<file path="src/rtl/hazard_scoreboard.sv">
// Register scoreboard tracking outstanding long-latency writes and stalling decode on hazards.
// Optional HAZARD_SCOREBOARD_WB_BYPASS_EN: same-cycle writeback relieves RAW and full stalls.
module hazard_scoreboard #(
  parameter int unsigned NUM_REGS        = 32,
  parameter int unsigned REG_W           = $clog2(NUM_REGS),
  parameter int unsigned MAX_OUTSTANDING = 4,
  parameter int unsigned CNT_W           = $clog2(MAX_OUTSTANDING + 1)
) (
  input  logic                clk,
  input  logic                rst,
  input  logic [REG_W-1:0]    dec_rs1,
  input  logic [REG_W-1:0]    dec_rs2,
  input  logic                dec_use_rs1,
  input  logic                dec_use_rs2,
  input  logic [REG_W-1:0]    dec_rd,
  input  logic                dec_wr_rd,
  input  logic                dec_drain,
  input  logic                issue_valid,
  input  logic                issue_long,
  input  logic                wb_valid,
  input  logic [REG_W-1:0]    wb_rd,
  output logic                stall_issue,
  output logic [NUM_REGS-1:0] pending,
  output logic [CNT_W-1:0]    outstanding,
  output logic                full,
  output logic                err_spurious,
  output logic [31:0]         stall_cycles
);

  logic                raw;
  logic                waw;
  logic                full_stall;
  logic                drain_stall;
  logic                raw_rs1;
  logic                raw_rs2;
  logic                set;
  logic                clr;
  logic                spurious;
  logic                byp_rs1;
  logic                byp_rs2;
  logic                byp_full;
  logic [NUM_REGS-1:0] pending_next;
  logic [CNT_W-1:0]    outstanding_next;

  assign full = (outstanding == CNT_W'(MAX_OUTSTANDING));

  assign clr      = wb_valid && pending[wb_rd];
  assign spurious = wb_valid && !pending[wb_rd];

`ifdef HAZARD_SCOREBOARD_WB_BYPASS_EN
  // Operand matching this cycle's writeback arrives on the WB forward path.
  assign byp_rs1  = wb_valid && (wb_rd == dec_rs1);
  assign byp_rs2  = wb_valid && (wb_rd == dec_rs2);
  assign byp_full = clr;
`else
  assign byp_rs1  = 1'b0;
  assign byp_rs2  = 1'b0;
  assign byp_full = 1'b0;
`endif

  always_comb begin
    raw_rs1     = dec_use_rs1 && pending[dec_rs1] && !byp_rs1;
    raw_rs2     = dec_use_rs2 && pending[dec_rs2] && !byp_rs2;
    raw         = raw_rs1 || raw_rs2;
    waw         = dec_wr_rd && pending[dec_rd];
    full_stall  = issue_long && dec_wr_rd && full && !byp_full;
    drain_stall = dec_drain && (outstanding != '0);
    stall_issue = raw || waw || full_stall || drain_stall;
  end

  assign set = issue_valid && !stall_issue && issue_long && dec_wr_rd && (dec_rd != '0);

  // Set is applied after clear so a same-register collision leaves the bit high.
  always_comb begin
    pending_next = pending;
    if (clr) pending_next[wb_rd] = 1'b0;
    if (set) pending_next[dec_rd] = 1'b1;
    pending_next[0] = 1'b0;
  end

  always_comb begin
    outstanding_next = outstanding;
    unique case ({set, clr})
      2'b10:   outstanding_next = outstanding + CNT_W'(1);
      2'b01:   outstanding_next = outstanding - CNT_W'(1);
      default: outstanding_next = outstanding;
    endcase
  end

  always_ff @(posedge clk) begin
    if (rst) begin
      pending      <= '0;
      outstanding  <= '0;
      err_spurious <= 1'b0;
      stall_cycles <= '0;
    end else begin
      pending      <= pending_next;
      outstanding  <= outstanding_next;
      err_spurious <= spurious;
      if (stall_issue && (stall_cycles != '1))
        stall_cycles <= stall_cycles + 32'd1;
    end
  end

endmodule

</file>
<file path="config.mk">
export PLATFORM = sky130hd
export DESIGN_NAME = hazard_scoreboard
export DESIGN_NICKNAME = d
export VERILOG_FILES = /design/src/rtl/hazard_scoreboard.sv
export SDC_FILE = /design/constraint.sdc
export NUM_CORES = 1
export LEC_CHECK = 0
export CORE_MARGIN = 5
export CORE_UTILIZATION = 55
export DETAILED_ROUTE_END_ITERATION = 10
export PLACE_DENSITY = 0.95
export SETUP_SLACK_MARGIN = 0.02
export SYNTH_ARGS = -nofsm -noshare
export SYNTH_HDL_FRONTEND = slang
export SYNTH_SLANG_ARGS = --single-unit
</file>
<file path="constraint.sdc">
create_clock -name clk -period 8.67 [get_ports clk]
set_input_delay 0.867 -clock clk [delete_from_list [all_inputs] [get_ports clk]]
set_output_delay 0.867 -clock clk [all_outputs]
set_load 0.01 [all_outputs]
</file>
== Word level (Yosys, flattened, before mapping) ==
Index checks and enable logic that the tools add are counted.
W data, S select, Z words.

* Add/subtract/negate cells: 3
* Magnitude comparators: 6
* Equality and inequality tests: 4
* Mux-type cells: 15
* Bitwise gates (word level): 3
* Reduce and logical (&&, ||, !) cells: 24

{| class="wikitable"
|+ Operator list
! cell !! count
|-
| $mux W32 || 2
|-
| $add A32 B1 Y32 const B || 1
|-
| $and A32 B32 Y32 || 1
|-
| $ne A32 B32 Y1 const B || 1
|-
| $not A32 Y32 || 1
|-
| $or A32 B32 Y32 || 1
|-
| $lt A5 B6 Y1 const B || 4
|-
| $bmux W1 S5 || 4
|-
| $logic_and A1 B1 Y1 || 15
|-
| $demux W1 S5 || 2
|-
| $ge A5 B1 Y1 const B || 2
|-
| $mux W1 || 6
|-
| $pmux W3 S2 || 1
|-
| $reduce_bool A5 Y1 || 1
|-
| $logic_or A1 B1 Y1 || 4
|-
| $add A3 B1 Y3 const B || 1
|-
| $eq A3 B3 Y1 const B || 1
|-
| $reduce_bool A3 Y1 || 1
|-
| $sub A3 B1 Y3 const B || 1
|-
| $eq A2 B1 Y1 const B || 1
|-
| $eq A2 B2 Y1 const B || 1
|-
| $logic_not A1 Y1 || 2
|-
| $reduce_bool A2 Y1 || 1
|}

* Flip-flop bits (word level): 68
* Bits of input ports: 29

== Depth between registers and ports, before layout ==
* Depth in word-level cells: 14
* Gate-level depth with buffers: 14
* Depth with buffers taken out: 12

== Worst setup path before layout ==
OpenSTA, ideal clock, no wires.

* Kind: in2out
* Start: input port dec_rs2[0]
* End: output port stall_issue
* Arrival time: 2.798 ns
* Required time: 7.803 ns
* Path slack: 5.005 ns
* Stages: 8
* Path buffers: 2
* Path through: buf_6 -> mux4_2 -> mux2_2 -> and3_1 -> o41a_1 -> a211oi_4 -> buf_2 -> inv_1

* Longest elaborated chain between the ends: 7

{| class="wikitable"
|+ Ends and longest elaborated chain
! element !! RTL line !! RTL
|-
| from (decl) || 12 || <nowiki>input logic [REG_W-1:0] dec_rs2,</nowiki>
|-
| $bmux W1 S5 || 63 || <nowiki>raw_rs2 = dec_use_rs2 && pending[dec_rs2] && !byp_rs2;</nowiki>
|-
| $mux W1 (not written as such) || 63 ||
|-
| $logic_and A1 B1 Y1 || 63 ||
|-
| $logic_or A1 B1 Y1 || 64 || <nowiki>raw = raw_rs1 || raw_rs2;</nowiki>
|-
| $logic_or A1 B1 Y1 (3 in series) || 68 || <nowiki>stall_issue = raw || waw || full_stall || drain_stall;</nowiki>
|-
| to (decl) || 22 || <nowiki>output logic stall_issue,</nowiki>
|}

No other way between the ends. The select of a mux whose other input is x is not followed.

== Worst setup path in the final report ==
* Start: input port dec_rd[1]
* End: output port stall_issue

* Longest elaborated chain between the ends: 6

{| class="wikitable"
|+ Ends and longest elaborated chain
! element !! RTL line !! RTL
|-
| from (decl) || 15 || <nowiki>input logic [REG_W-1:0] dec_rd,</nowiki>
|-
| $bmux W1 S5 || 65 || <nowiki>waw = dec_wr_rd && pending[dec_rd];</nowiki>
|-
| $mux W1 (not written as such) || 65 ||
|-
| $logic_and A1 B1 Y1 || 65 ||
|-
| $logic_or A1 B1 Y1 (3 in series) || 68 ||
|}

No other way between the ends. The select of a mux whose other input is x is not followed.

==> impl.org <==
** Timing
- Rel. slew slack :: 34.2%
- Final period utilization :: 57.8%
- Setup repair after global routing left no endpoint under its margin.
- Final min period :: 5.02 ns
- Final Max Tran Viols :: 0
- For this run, the top clock speed supported by timing is 199 MHz.
- Fin Setup TNS :: 0 ns
- Setup violations remaining at the end of the flow were counted as 0.
- Setup clock skew after layout :: 0.0135 ns
- Final hold violation count :: 0
- Setup slack of the critical path after layout :: 3.65 ns
- Actual transition at the worst max-transition pin :: 0.984 ns

** Global routing
- Entering global routing, the biggest net connects 80 pins.
- Global-route wire length before repair :: 23000 um
- All-layer global routing usage :: 28.7%
- After global routing the overflow that remains totals 0.
- Number of global-route vias before repair :: 4477
- Antenna violations before repair :: 0

** Setup path
- In this design, the critical path's most frequently occurring cell is sky130_fd_sc_hd__clkdlybuf4s50_1.
- Critical path type :: in2out
- Maximum fanout along the worst path :: 20
- Crit path capture type :: primary output
- Series of cell instances along the critical path :: clkdlybuf4s50_1, mux2_2, a2bb2oi_1, o22a_1, o211ai_1, a211oi_4, inv_1, clkdlybuf4s50_1
- In this design, the largest share of critical-path delay is due to buffers and inverters.
- Slowest Stage Delay on Critical Path :: 1.12 ns
- At the worst endpoint, the required time is 7.80 ns.
- WP data arrival :: 4.15 ns
- STA classifies the critical path startpoint as an input port.
- Worst-path cell with the longest stage delay :: sky130_fd_sc_hd__clkdlybuf4s50_1
- The number of buffers and inverters on the critical path is 3.

** Cells and area
- 0 antenna diodes ended up in the layout.
- The post-route netlist has 9.78% of its cells at a drive strength greater than 1.
- Relative to the synthesized area, the layout overhead comes to 25.7%.
- The net count of the finished layout is 630.

** Logic synthesis
- Gate count after technology mapping :: 520
- Most instantiated library cell after synthesis :: sky130_fd_sc_hd__dfxtp_1
- The commonest cells after synthesis are sky130_fd_sc_hd__dfxtp_1 (67), sky130_fd_sc_hd__o21ai_0 (63), sky130_fd_sc_hd__nor2_1 (38).
- In the post-synthesis netlist, the biggest area contributors are sky130_fd_sc_hd__dfxtp_1 (30%), sky130_fd_sc_hd__mux4_2 (8.1%), sky130_fd_sc_hd__o21ai_0 (7.1%).
- Synthesis inferred 67 register bits.
- Biggest area consumer among synthesized cells :: sky130_fd_sc_hd__dfxtp_1
- Syn nets :: 552
- Area fraction of the dominant cell type after synthesis :: 30.2%
- The number of different library cells used by synthesis comes to 59.
- Ys async rst share :: 0%
- Averaged over all synthesized cells, the footprint is 8.55 um2.
- After synthesis the cells add up to 0.00445 mm2.
- In the synthesized netlist the dominant register cell turns out to be sky130_fd_sc_hd__dfxtp_1.
- Counting flops with a built-in enable in the synthesized netlist gives 0.
- The share of the Yosys chip area taken by registers is 30.2%.
- Number of warnings issued by yosys :: 0

** CTS
- Worst-skew pair later-pin latency :: 0.35 ns
- Resized Gates After CTS :: 0
- The clock drives 67 sinks.
- After clock tree synthesis, the clock-pin slew on the worst setup and hold paths is 0.09 ns.
- CTS tree :: yes
- Clock Tree Root :: sky130_fd_sc_hd__clkbuf_8
- The number of setup buffers added after CTS is 0.
- Number of hold-repair buffers added at the cts stage :: 0
- The H-tree generated during clock tree synthesis spans 3 levels.
- Number of clock buffers inserted by TritonCTS :: 9
- Maximum clock insertion buffer count :: 2

** Power
- Share of total power in sequential cells :: 47.5%
- The internal portion of the total power is 0.480 mW.
- VDD IR-drop max :: 0.110 mV
- In this run, the combinational gates consume 12.9% of the power.
- Switching part of the total power :: 27.3%
- In this run the static leakage power is 1.92 nW.
- Power spread over the standard cell area amounts to 118 mW/mm2.
- Switching power summed over all nets :: 0.180 mW
- Fraction of power consumed by the clock network :: 39.6%

** Detailed routing
- Dividing the detail-routed wire length by the instance count gives 20.0 um.
- Violation count after the first detailed-routing iteration :: 485
- The detailed router placed 4573 vias in this run.
- Number of search-and-repair iterations in the first detailed-routing pass :: 5
- For this run, design rule violations remaining after detail routing come to 0.
- Dividing the detail-routed via count by the number of cells gives 6.49.
- Total Routed Length :: 14100 um
- Antenna Nets Post-Route :: 0

** Worst hold path
- The min-delay analysis places its worst path in the category reg2reg.

** Flow run
- Across the run, the number of max-cap violations was 0.

** Placed design
- Worst slack at placement :: 3.68 ns
- After legalization and detailed placement, the total HPWL measured 10000 um.
- The congestion estimate from routability-driven global placement came to 0.936.
- Port Buf Inserts :: 97

** Status
- The run finished with clean final reports.

** Die
- Die width :: 99.9 um
- Initial core utilization :: 56.9%
- The die covers 0.00998 mm2.
- The floorplan step set the die height to 99.9 um.
- The core region is 0.00781 mm2.
- Ports placed on the boundary :: 99
- Placement row count :: 32
==> tightest hold or removal path, cell delays in order, from the launching register on <==
cell and delay (ns):
sky130_fd_sc_hd__dfxtp_1 0.34, sky130_fd_sc_hd__o31ai_1 0.07, sky130_fd_sc_hd__a21oi_1 0.06
==> sequential cells by signal, indices dropped and copies added (netlist names) <==
| register | flops |
|---|---|
| err_spurious | 1 |
| outstanding | 3 |
| stall_cycles | 32 |
| pending | 31 |
==> path summary, 6_finish.rpt <==
check | startpoint | to | slack, ns | cells after the start
setup / recovery | dec_rd[1] | stall_issue | 3.65 | 8
hold / removal | stall_cycles[29]$_SDFFE_PP0P_ | stall_cycles[29]$_SDFFE_PP0P_ | 0.51 | 2
setup reg to reg | stall_cycles[7]$_SDFFE_PP0P_ | stall_cycles[20]$_SDFFE_PP0P_ | 4.91 | 8
hold reg to reg | stall_cycles[29]$_SDFFE_PP0P_ | stall_cycles[29]$_SDFFE_PP0P_ | 0.51 | 2
==> area by class of cell <==
type / instances / area (um2)
Tap cell: 102 / 128
Inverter: 15 / 56.3
Fill cell: 600 / 2220
Multi-Input combinational cell: 407 / 2890
Timing Repair Buffer: 98 / 973
Sequential cell: 67 / 1340
Clock inverter: 7 / 73.8
Clock buffer: 9 / 124
==> placed cells by master (no fill, tap or decap), types with 3 or more instances in the layout <==
| cell type | Yosys | final |
|---|---|---|
| sky130_fd_sc_hd__nand3_1 | 18 | 18 |
| sky130_fd_sc_hd__nor3_1 | 10 | 10 |
| sky130_fd_sc_hd__mux2_2 | 14 | 14 |
| sky130_fd_sc_hd__nand4_1 | 5 | 5 |
| sky130_fd_sc_hd__and2_1 | 5 | 5 |
| sky130_fd_sc_hd__nor4_1 | 7 | 7 |
| sky130_fd_sc_hd__a21oi_1 | 14 | 14 |
| sky130_fd_sc_hd__nand2_1 | 31 | 31 |
| sky130_fd_sc_hd__o221ai_1 | 3 | 3 |
| sky130_fd_sc_hd__clkbuf_8 | 0 | 9 |
| sky130_fd_sc_hd__mux2i_1 | 24 | 24 |
| sky130_fd_sc_hd__nor4b_1 | 3 | 3 |
| sky130_fd_sc_hd__and3b_1 | 3 | 3 |
| sky130_fd_sc_hd__dfxtp_1 | 67 | 67 |
| sky130_fd_sc_hd__nor2_1 | 38 | 38 |
| sky130_fd_sc_hd__clkdlybuf4s50_1 | 0 | 96 |
| sky130_fd_sc_hd__nand2b_1 | 10 | 10 |
| sky130_fd_sc_hd__a22oi_1 | 8 | 8 |
| sky130_fd_sc_hd__o21ai_0 | 63 | 63 |
| sky130_fd_sc_hd__or3_1 | 10 | 10 |
| sky130_fd_sc_hd__mux4_2 | 16 | 16 |
| sky130_fd_sc_hd__nand3b_1 | 18 | 18 |
| sky130_fd_sc_hd__nor2b_1 | 37 | 37 |
| sky130_fd_sc_hd__nor3b_1 | 3 | 3 |
| sky130_fd_sc_hd__inv_1 | 15 | 15 |
| sky130_fd_sc_hd__o311a_1 | 3 | 3 |
| sky130_fd_sc_hd__xnor2_1 | 13 | 13 |
| sky130_fd_sc_hd__and3_1 | 12 | 12 |
==> logic make-up after synthesis <==
| logic type | share of synthesized area [%] |
|---|---|
| and+or+nand+nor | 27.6 |
| AOI/OAI and AO/OA | 15.6 |
| DFF | 30.2 |
| muxes | 17.7 |
| buffers and inverters | 4.78 |
| xor gates and xnor gates | 2.96 |
| adders and majority gates | 1.01 |
| other | 0.0844 |
==> layer usage <==
metal	vias up	part of all wire (%)	global-route usage, %
met5	-	0	0
met4	0	3.2	12.2
met3	63	12	5.84
met2	306	46	45.2
met1	2145	39	38.1
li1	2059	-	-
==> power by group through the flow <==
stage	clock [mW]	combinational (mW)	sequential, mW
finish	0.262	0.0850	0.314
global route	0.279	0.0917	0.314
CTS	0.264	0.0833	0.314
detailed placement	0	0.0829	0.321
global placement	0	0.0797	0.320
floorplan	0	0.0539	0.321
==> per-stage QoR <==
stage | utilization (%) | std cells | total power [mW] | area, um2 | hold slack [ns]
6_report | 71.6 | 705 | 0.661 | 5590 | 0.508
5_1_grt | 71.6 | 705 | 0.685 | 5590 | 0.567
3_3_place_gp | 69.0 | 689 | 0.400 | 5390 | 0.474
3_5_place_dp | 69.0 | 689 | 0.404 | 5390 | 0.498
2_1_floorplan | - | 520 | 0.375 | 4450 | 0.504
4_1_cts | 71.6 | 705 | 0.661 | 5590 | 0.508
Note: power is estimated with default switching activity, not from simulation.
